$ cat config.mk
export PLATFORM = sky130hd
export DESIGN_NAME = hub75_capture
export DESIGN_NICKNAME = d
export VERILOG_FILES = /design/src/rtl/hub75_pkg.sv /design/src/rtl/edge_sync.sv /design/src/rtl/hub75_capture.sv
export SDC_FILE = /design/constraint.sdc
export NUM_CORES = 2
export LEC_CHECK = 0
export BUFFER_PORTS_ARGS = -buffer_cell sky130_fd_sc_hd__buf_2
export CORE_ASPECT_RATIO = 0.7
export CORE_UTILIZATION = 40
export CTS_BUF_LIST = sky130_fd_sc_hd__clkbuf_8
export DETAILED_ROUTE_END_ITERATION = 10
export GPL_TIMING_DRIVEN = 0
export HOLD_SLACK_MARGIN = 0.15
export REMOVE_ABC_BUFFERS = 1
export SYNTH_ARGS = -nofsm -noshare
export SYNTH_HDL_FRONTEND = slang
export SYNTH_HIERARCHICAL = 1
export SYNTH_SLANG_ARGS = --single-unit
$ cat constraint.sdc
create_clock -name clk_in -period 4.1 [get_ports clk_in]
set_input_delay 0 -clock clk_in [delete_from_list [all_inputs] [get_ports clk_in]]
set_output_delay 0 -clock clk_in [all_outputs]
set_load 0.02 [all_outputs]
$ cat src/rtl/hub75_pkg.sv
// hub75_pkg: shared widths and FSM encoding for the HUB75 capture block.
//   COLS_W  - column index width (64 columns)
//   ROW_W   - row address width
//   RGB_W   - {r1,g1,b1,r2,g2,b2} pixel width
//   PLANES  - number of brightness bit-planes per row
//   PLANE_W - plane index width
package hub75_pkg;
    localparam int COLS_W  = 6;
    localparam int ROW_W   = 4;
    localparam int RGB_W   = 6;
    localparam int PLANES  = 6;
    localparam int PLANE_W = 3;

    typedef enum logic [1:0] {
        IDLE    = 2'd0,
        WAIT_OE = 2'd1,
        DRAIN   = 2'd2
    } state_t;
endpackage

$ cat src/rtl/edge_sync.sv
// edge_sync: two-flop synchroniser for one asynchronous pin plus a third
// flop used to detect edges on the synchronised level.
//   clk, reset  - capture clock, synchronous active-high reset
//   din         - asynchronous pin
//   level       - synchronised pin level
//   rise / fall - one-cycle pulses on synchronised edges
module edge_sync (
    input  logic clk,
    input  logic reset,
    input  logic din,
    output logic level,
    output logic rise,
    output logic fall
);
    logic [2:0] sr;

    always_ff @(posedge clk) begin
        if (reset) sr <= '0;
        else       sr <= {sr[1:0], din};
    end

    assign level = sr[1];
    assign rise  = sr[1] & ~sr[2];
    assign fall  = ~sr[1] & sr[2];
endmodule

$ cat src/rtl/hub75_capture.sv
// hub75_capture: oversampling HUB75 receiver. Rebuilds each shifted row,
// and after the row's OE pulse starts, replays it as 64 bit-plane writes.
//   clk_in, reset            - capture clock, synchronous active-high reset
//   hub75_clk/lat/oe         - asynchronous pixel clock, latch, output enable
//   hub75_row, hub75_rgb     - row address and pixel data (delay-matched)
//   status_clear             - clears the sticky error flags
//   wr_en/row/col/plane/data - frame-buffer write port, one write per cycle
//   oe_cycles                - width of the last completed OE pulse
//   err_*                    - sticky error flags
module hub75_capture
    import hub75_pkg::*;
#(
    parameter int COLS       = 64,
    parameter int OVERSAMPLE = 4,
    parameter int OE_TOL     = 2
) (
    input  logic               clk_in,
    input  logic               reset,
    input  logic               hub75_clk,
    input  logic               hub75_lat,
    input  logic               hub75_oe,
    input  logic [ROW_W-1:0]   hub75_row,
    input  logic [RGB_W-1:0]   hub75_rgb,
    input  logic               status_clear,
    output logic               wr_en,
    output logic [ROW_W-1:0]   wr_row,
    output logic [COLS_W-1:0]  wr_col,
    output logic [PLANE_W-1:0] wr_plane,
    output logic [RGB_W-1:0]   wr_data,
    output logic [7:0]         oe_cycles,
    output logic               err_short_row,
    output logic               err_overrun,
    output logic               err_oe_width,
    output logic               err_missed_oe
);
    // bit 0 = pixel clock, bit 1 = latch, bit 2 = output enable
    logic [2:0] lvl, rise, fall;

    edge_sync u_sync [2:0] (
        .clk   (clk_in),
        .reset (reset),
        .din   ({hub75_oe, hub75_lat, hub75_clk}),
        .level (lvl),
        .rise  (rise),
        .fall  (fall)
    );

    logic pix_rise, lat_rise, oe_rise, oe_fall, oe_level;
    assign pix_rise = rise[0];
    assign lat_rise = rise[1];
    assign oe_rise  = rise[2];
    assign oe_fall  = fall[2];
    assign oe_level = lvl[2];

    // spare edge outputs not needed by this block
    logic unused;
    assign unused = ^{lvl[1:0], fall[1:0]};

    // Data/row delay lines are as deep as the edge path; the oldest tap is the
    // value sampled just before the edge was seen, i.e. set up ahead of it.
    logic [2:0][RGB_W-1:0] rgb_dl;
    logic [2:0][ROW_W-1:0] row_dl;

    logic [COLS-1:0][RGB_W-1:0] shreg, shreg_nx, hold;
    logic [6:0]                 pix_cnt, pix_cnt_nx;

    // The same-cycle shift is folded in before a latch copies the row.
    always_comb begin
        shreg_nx   = shreg;
        pix_cnt_nx = pix_cnt;
        if (pix_rise) begin
            shreg_nx = {shreg[COLS-2:0], rgb_dl[2]};
            if (pix_cnt != 7'd127) pix_cnt_nx = pix_cnt + 7'd1;
        end
    end

    state_t             state, state_nx;
    logic [COLS_W-1:0]  col;
    logic               start;
    logic [ROW_W-1:0]   cur_row, last_row;
    logic [PLANE_W-1:0] cur_plane, last_plane, plane_nx;

    always_ff @(posedge clk_in) begin
        if (reset) state <= IDLE;
        else       state <= state_nx;
    end

    always_comb begin
        state_nx = state;
        start    = 1'b0;
        wr_en    = 1'b0;
        unique case (state)
            IDLE:    if (lat_rise) state_nx = WAIT_OE;
            WAIT_OE: begin
                if (!lat_rise && oe_rise) begin
                    state_nx = DRAIN;
                    start    = 1'b1;
                end
            end
            DRAIN: begin
                wr_en = 1'b1;
                if (lat_rise)                         state_nx = WAIT_OE;
                else if (col == COLS_W'(COLS - 1))    state_nx = IDLE;
            end
            default: state_nx = IDLE;
        endcase
    end

    // last_plane resets to the top plane so the first row after reset lands
    // on plane 0 whether or not its address matches last_row.
    always_comb begin
        if (row_dl[2] != last_row || last_plane == PLANE_W'(PLANES - 1))
            plane_nx = '0;
        else
            plane_nx = last_plane + PLANE_W'(1);
    end

    // OE width check against the plane of the row being displayed.
    logic [7:0] oe_cnt;
    int         oe_err_amt;
    logic       oe_bad;
    always_comb begin
        oe_err_amt = int'(oe_cnt) - (OVERSAMPLE << cur_plane);
        oe_bad     = (oe_err_amt > OE_TOL) || (oe_err_amt < -OE_TOL);
    end

    always_ff @(posedge clk_in) begin
        if (reset) begin
            rgb_dl        <= '0;
            row_dl        <= '0;
            shreg         <= '0;
            hold          <= '0;
            pix_cnt       <= '0;
            col           <= '0;
            cur_row       <= '0;
            cur_plane     <= '0;
            last_row      <= '0;
            last_plane    <= PLANE_W'(PLANES - 1);
            oe_cnt        <= '0;
            oe_cycles     <= '0;
            err_short_row <= 1'b0;
            err_overrun   <= 1'b0;
            err_oe_width  <= 1'b0;
            err_missed_oe <= 1'b0;
        end else begin
            rgb_dl  <= {rgb_dl[1:0], hub75_rgb};
            row_dl  <= {row_dl[1:0], hub75_row};
            shreg   <= shreg_nx;
            pix_cnt <= lat_rise ? 7'd0 : pix_cnt_nx;
            if (lat_rise) hold <= shreg_nx;

            if (start)               col <= '0;
            else if (state == DRAIN) col <= col + COLS_W'(1);

            if (start) begin
                cur_row    <= row_dl[2];
                cur_plane  <= plane_nx;
                last_row   <= row_dl[2];
                last_plane <= plane_nx;
            end

            if (oe_rise)                         oe_cnt <= 8'd1;
            else if (oe_level && oe_cnt != 8'hff) oe_cnt <= oe_cnt + 8'd1;
            if (oe_fall) oe_cycles <= oe_cnt;

            // clear first, then set, so a coincident set is kept
            err_short_row <= (err_short_row & ~status_clear)
                           | (lat_rise && pix_cnt_nx != 7'(COLS));
            err_overrun   <= (err_overrun & ~status_clear)
                           | (lat_rise && state == DRAIN);
            err_missed_oe <= (err_missed_oe & ~status_clear)
                           | (lat_rise && state == WAIT_OE);
            err_oe_width  <= (err_oe_width & ~status_clear)
                           | (oe_fall && oe_bad);
        end
    end

    assign wr_row   = cur_row;
    assign wr_col   = col;
    assign wr_plane = cur_plane;
    assign wr_data  = wr_en ? hold[col] : '0;
endmodule

Yosys cells after proc, flatten, opt, wreduce, memory -nomap -nowiden:

Cells that the tools add are included.

* shift operators: 1
* equal/unequal tests: 11
* $lt $le $gt $ge: 3
* bitwise gates (word level): 17
* reduce and logical (&&, ||, !) cells: 15
* multiplexer cells: 17
* add/sub/neg operators: 5

Operator list (number)
* 384-bit two-way mux: 1
* 6-bit binary-select mux with 6-bit select: 1
* 32-bit by 3-bit greater-than comparator with 1-bit output (second input constant): 1
* 32-bit by 2-bit less-than comparator with 1-bit output (second input constant): 1
* 3-bit by 3-bit << shifter with 32-bit output (first input constant): 1
* 9-bit by 32-bit subtractor with 32-bit output: 1
* 7-bit two-way mux: 2
* 7-bit inequality test (second input constant): 2
* 6-bit two-way mux: 2
* 8-bit by 1-bit adder with 8-bit output (second input constant): 1
* 1-bit AND: 8
* 2-bit two-way mux: 4
* 8-bit inequality test (second input constant): 1
* 7-bit by 1-bit adder with 7-bit output (second input constant): 1
* 6-bit by 7-bit less-than comparator with 1-bit output (second input constant): 1
* 6-bit by 1-bit adder with 6-bit output (second input constant): 1
* 6-bit equality test (second input constant): 1
* 1-bit logical AND: 6
* 2-bit case mux with 3 select lines: 1
* 2-bit OR reduction: 3
* 1-bit two-way mux: 5
* 1-bit NOT: 5
* 2-bit inequality test (second input constant): 2
* 4-bit inequality test: 1
* other kinds (12): 16

* bits in registers: 852
* input bits: 16
* logic and storage cells: 219
* output and inout port bits: 32

Logic depth before layout (Yosys ltp):

* word-level depth: 7
* depth in mapped cells: 14
* depth with buffers taken out: 13

Hierarchy:

Netlist, hierarchy kept.

Modules (own cells, without submodules)
* hub75_capture: times used 1, area an instance 30909.6 sq um, seq. area each 16856.2 sq um, cells an instance 2612
* edge_sync: times used 3, area an instance 91.3 sq um, seq. area each 60.1 sq um, cells an instance 8

Worst setup path before layout:

No wires, ideal clock.

* path kind: register to register
* start point: reg cur_plane[1] (netlist: wr_plane[1])
* end point: reg err_oe_width
* required time: 3969 ps
* library setup time: 131 ps
* period minus slack after synthesis: 3265 ps
* buffers on the path: 1
* setup slack: 835 ps
* arrival: 3135 ps
* cell stages (with the launch flop): 14
* cell sequence: dfxtp_1 -> clkbuf_1 -> inv_1 -> or3_1 -> ha_1 -> or3_1 -> o221a_1 -> o21ai_0 -> a21boi_0 -> ha_1 -> and4b_1 -> o211ai_1 -> a2111oi_0 -> o31ai_1

* word-level cells in the longest chain between the ends: 6
* elaborated cells between the ends (all ways): 7
* those cells by class: add/sub: 1; order compare: 2; shift: 1; bitwise: 1; reduce/logical: 2

Ends and longest elaborated chain
* start, declared: RTL line hub75_capture.sv:81 `logic [PLANE_W-1:0] cur_plane, last_plane, plane_nx;`
* start signal, assigned: RTL line hub75_capture.sv:157 `cur_plane <= plane_nx;`
* 3-bit by 3-bit << shifter with 32-bit output (*): RTL line hub75_capture.sv:123 `oe_err_amt = int'(oe_cnt) - (OVERSAMPLE << cur_plane);`
* 9-bit by 32-bit subtractor with 32-bit output (*): RTL line hub75_capture.sv:123
* 32-bit by 3-bit greater-than comparator with 1-bit output / 32-bit by 2-bit less-than comparator with 1-bit output (equally long branches): RTL line hub75_capture.sv:124 `oe_bad = (oe_err_amt > OE_TOL) || (oe_err_amt < -OE_TOL);`
* 1-bit logical OR (*): RTL line hub75_capture.sv:124
* 1-bit logical AND (*): RTL line hub75_capture.sv:174 `| (oe_fall && oe_bad);`
* 1-bit OR (*): RTL line hub75_capture.sv:174
* end signal, assigned: RTL line hub75_capture.sv:173 `err_oe_width <= (err_oe_width & ~status_clear)`
* end, declared: RTL line hub75_capture.sv:33 `output logic err_oe_width,`

Every way passes the cells marked *; elsewhere a longest branch is shown, timed or not.
A chain may end at the register's enable or synchronous reset.

Worst setup path in the final report:

* start point: reg col[0] (netlist: wr_col[0])
* end point: out wr_data[1]

* word-level cells in the longest chain between the ends: 3

Ends and longest elaborated chain
* start, declared: RTL line hub75_capture.sv:78 `logic [COLS_W-1:0] col;`
* start signal, assigned: RTL line hub75_capture.sv:153 `else if (state == DRAIN) col <= col + COLS_W'(1);`
* 6-bit binary-select mux with 6-bit select: RTL line hub75_capture.sv:181 `assign wr_data = wr_en ? hold[col] : '0;`
* 6-bit two-way mux (not written as such): RTL line hub75_capture.sv:181
* 6-bit two-way mux: RTL line hub75_capture.sv:181
* end, declared: RTL line hub75_capture.sv:29 `output logic [RGB_W-1:0] wr_data,`

No other way between the ends. The select of a mux whose other input is x is not followed.

==> impl_metrics.ini <==
[status]
status = finished clean

[job]
maxCapViolations = 0

[die]
die_width_um = 335.7
design.die.area_mm2 = 0.07907
design.portCount = 48
row_count = 85
core_area_mm2 = 0.07700
die_h_um = 235.6
initial_utilization_pct = 40.48

[hold_path]
hold-path-endpoint = rgb_dl[7]
hold_depth = 3
holdCritStartpoint = reset
holdCritPathClass = input port to flip-flop

[place]
post_dp_cell_area_mm2 = 0.03288
dpl_hpwl_um = 39000
dpl.cell_count = 3556
port_buffers = 47
dpl_worst_slack_ns = 0.3733
place.gp.congestion = 0.7364

[setup_path]
cell_breakdown_of_the_critical_path = buf_16, buf_12, mux4_2, mux4_2, a22oi_1, o21ai_1, buf_2
worstSetupEndpointType = output port
cpMostUsedCell = sky130_fd_sc_hd__mux4_2
worstPathMaxFanout = 32
critical_path.startpoint_type = flip-flop
regToRegStartpoint = wr_plane[1]
setup.worst_path.class = flip-flop to output port
critical_path.reg2reg.endpoint = err_oe_width
arrival_ns = 3.68
ff2ff_setup_slack_ns = 0.44
timing.reg2reg.worst_path_depth = 13
worst_path_max_delay_cell = sky130_fd_sc_hd__dfxtp_4
critical_path_required_ns = 4.10
cp_slowest_stage_delay_ns = 0.60

[clock_tree]
cts_tree = done
inserted_clock_buffers = 120
clock_tree.buffer_depth = 3
clock_latency_ns = 0.74
clkSlewWorstSetupHoldPaths_ns = 0.07
clkSinkCount = 851
cts_htree_levels = 3
cts.root.buffer_cell = sky130_fd_sc_hd__clkbuf_8

[cells_and_area]
layout.nets = 2705
finish.instance_area_mm2 = 0.03578
fillCellCount = 6968
antennaDiodeCount = 0
finish.utilization_pct = 46.47
layout.cells.non_filler = 3817
post_route_cells_drive_above_1_share_pct = 14.53
flow.area_growth_from_synthesis_pct = 14.78

[timing]
final_hold_viol_count = 0
unrepaired_setup_endpoints_after_global_routing = no
final_min_period_over_clock_period_pct = 89.67
max_slew_margin_pct = 35.19
timing.hold.ws_ns = 0.3627
worst_clock_skew_ns = 0.03190
fmaxAchievable_mhz = 272.0
timing.final.setup_violations = 0
post_layout_worst_setup_margin_ns = 0.4236
timing.final.max_slew_violations = 0
final.min_clock_period_ns = 3.676
timing.setup.tns_ns = 0
worst-slew-pin-transition_ns = 0.9702

[routing]
wl_per_cell_um = 16.85
wl_um = 64320
via_count = 19961
dr.first_iter.drc_count = 983
vias_per_cell = 5.229
drt_pass_1_iters = 5
detail-route-antenna-nets = 0
drt_drc_violations_left = 0

[logic_synthesis]
netlist_instances = 2634
syn_avg_cell_area_um2 = 11.83
ys.warnings.count = 6
syn-cell-area_mm2 = 0.03117

[power_and_ir_drop]
vdd_ir_drop_max_mv = 0.2650
power.leakage_nw = 15.14
fin_total_pwr_mw = 16.02
power-per-cell-area_mw_per_mm2 = 447.7

[global_route]
grt_overflow_total = 0
first_global_vias = 20489
pin_count_of_the_biggest_net_entering_global_routing = 133
initial_antenna_violation_count = 0
grt.total_usage_pct = 16.22
grt_pass1_wl_um = 106600
worst max path at each step:
stage,from,end,slack (ns),cells past startpoint
floorplan,u_sync[1]/sr[1],hold[132],-53.72,3
global placement,u_sync[1]/sr[1],hold[182],-139.09,3
detailed placement,wr_plane[1],err_oe_width,0.37,13
CTS,wr_col[0],wr_data[1],0.24,7
global route,wr_plane[1],err_oe_width,0.16,13
finish,wr_col[0],wr_data[1],0.42,7
per-layer routing:
layer	global-route usage (%)	routed length [um]	vias to the layer above
li1	-	-	9711
met1	22.12	31470	9873
met2	26.01	29500	275
met3	2.998	2101	102
met4	4.954	1249	0
met5	0	0	-
what timing repair did:
item / in CTS / in global routing
setup buffers: 1 / 0
hold buffers: 41 / 0
endpoints found under the setup margin: 1 / 1
endpoints found under the hold margin: 248 / 0
gates resized for setup: 0 / 1
report_power, final:
part | switching, mW | total (mW) | leakage, nW | internal, mW
Clock | 3.15 | 6.64 | 1.42 | 3.48
Sequential | 0.110 | 8.59 | 6.91 | 8.48
Combinational | 0.392 | 0.795 | 6.81 | 0.403
placed cells by master (no fill, tap or decap), types with 4 or more instances in the layout:
cell / n
sky130_fd_sc_hd__a21oi_1: 14
sky130_fd_sc_hd__and3_1: 4
sky130_fd_sc_hd__nand4_1: 5
sky130_fd_sc_hd__clkinvlp_4: 5
sky130_fd_sc_hd__buf_12: 38
sky130_fd_sc_hd__ha_1: 13
sky130_fd_sc_hd__or3_1: 9
sky130_fd_sc_hd__o22a_1: 384
sky130_fd_sc_hd__nand3b_1: 5
sky130_fd_sc_hd__nor2b_1: 44
sky130_fd_sc_hd__nand2_1: 25
sky130_fd_sc_hd__dlygate4sd3_1: 41
sky130_fd_sc_hd__clkinv_2: 12
sky130_fd_sc_hd__buf_16: 11
sky130_fd_sc_hd__dfxtp_1: 845
sky130_fd_sc_hd__xnor2_1: 9
sky130_fd_sc_hd__mux4_2: 112
sky130_fd_sc_hd__nand3_1: 6
sky130_fd_sc_hd__clkbuf_8: 157
sky130_fd_sc_hd__buf_2: 46
sky130_fd_sc_hd__a22oi_1: 5
sky130_fd_sc_hd__nor2_1: 420
sky130_fd_sc_hd__mux2i_1: 413
sky130_fd_sc_hd__nor3_1: 4
sky130_fd_sc_hd__mux2_2: 4
sky130_fd_sc_hd__o2111ai_1: 5
sky130_fd_sc_hd__inv_1: 51
sky130_fd_sc_hd__o21ai_0: 7
sky130_fd_sc_hd__xor2_1: 15
sky130_fd_sc_hd__o21ai_1: 4
worst max-delay path, delay by kind of cell (launching register included):
| kind | cells | cell delay [ns] |
|---|---|---|
| AOI/OAI and AO/OA | 2 | 0.43 |
| buffers and inverters | 3 | 0.82 |
| DFF | 1 | 0.60 |
| muxes | 2 | 1.03 |
area by class of cell:
type / instances / area, um^2 / area share (%)
Clock buffer: 157 / 2161 / 6.040
Clock inverter: 62 / 310.3 / 0.8673
Inverter: 10 / 37.54 / 0.1049
Multi-Input combinational cell: 1556 / 13190 / 36.87
Sequential cell: 851 / 17050 / 47.66
Tap cell: 1044 / 1306 / 3.651
Timing Repair Buffer: 137 / 1719 / 4.805
flip-flops by register name, summed over array words and instances, names as in the netlist:
signal,cells
err_short_row,1
err_overrun,1
state,2
wr_col,6
err_oe_width,1
hold,384
oe_cnt,8
pix_cnt,7
last_row,4
err_missed_oe,1
last_plane,2
shreg,384
oe_cycles,8
row_dl,12
wr_plane,3
rgb_dl,18
u_sync/sr,9
Power figures use the tool's default switching activity.
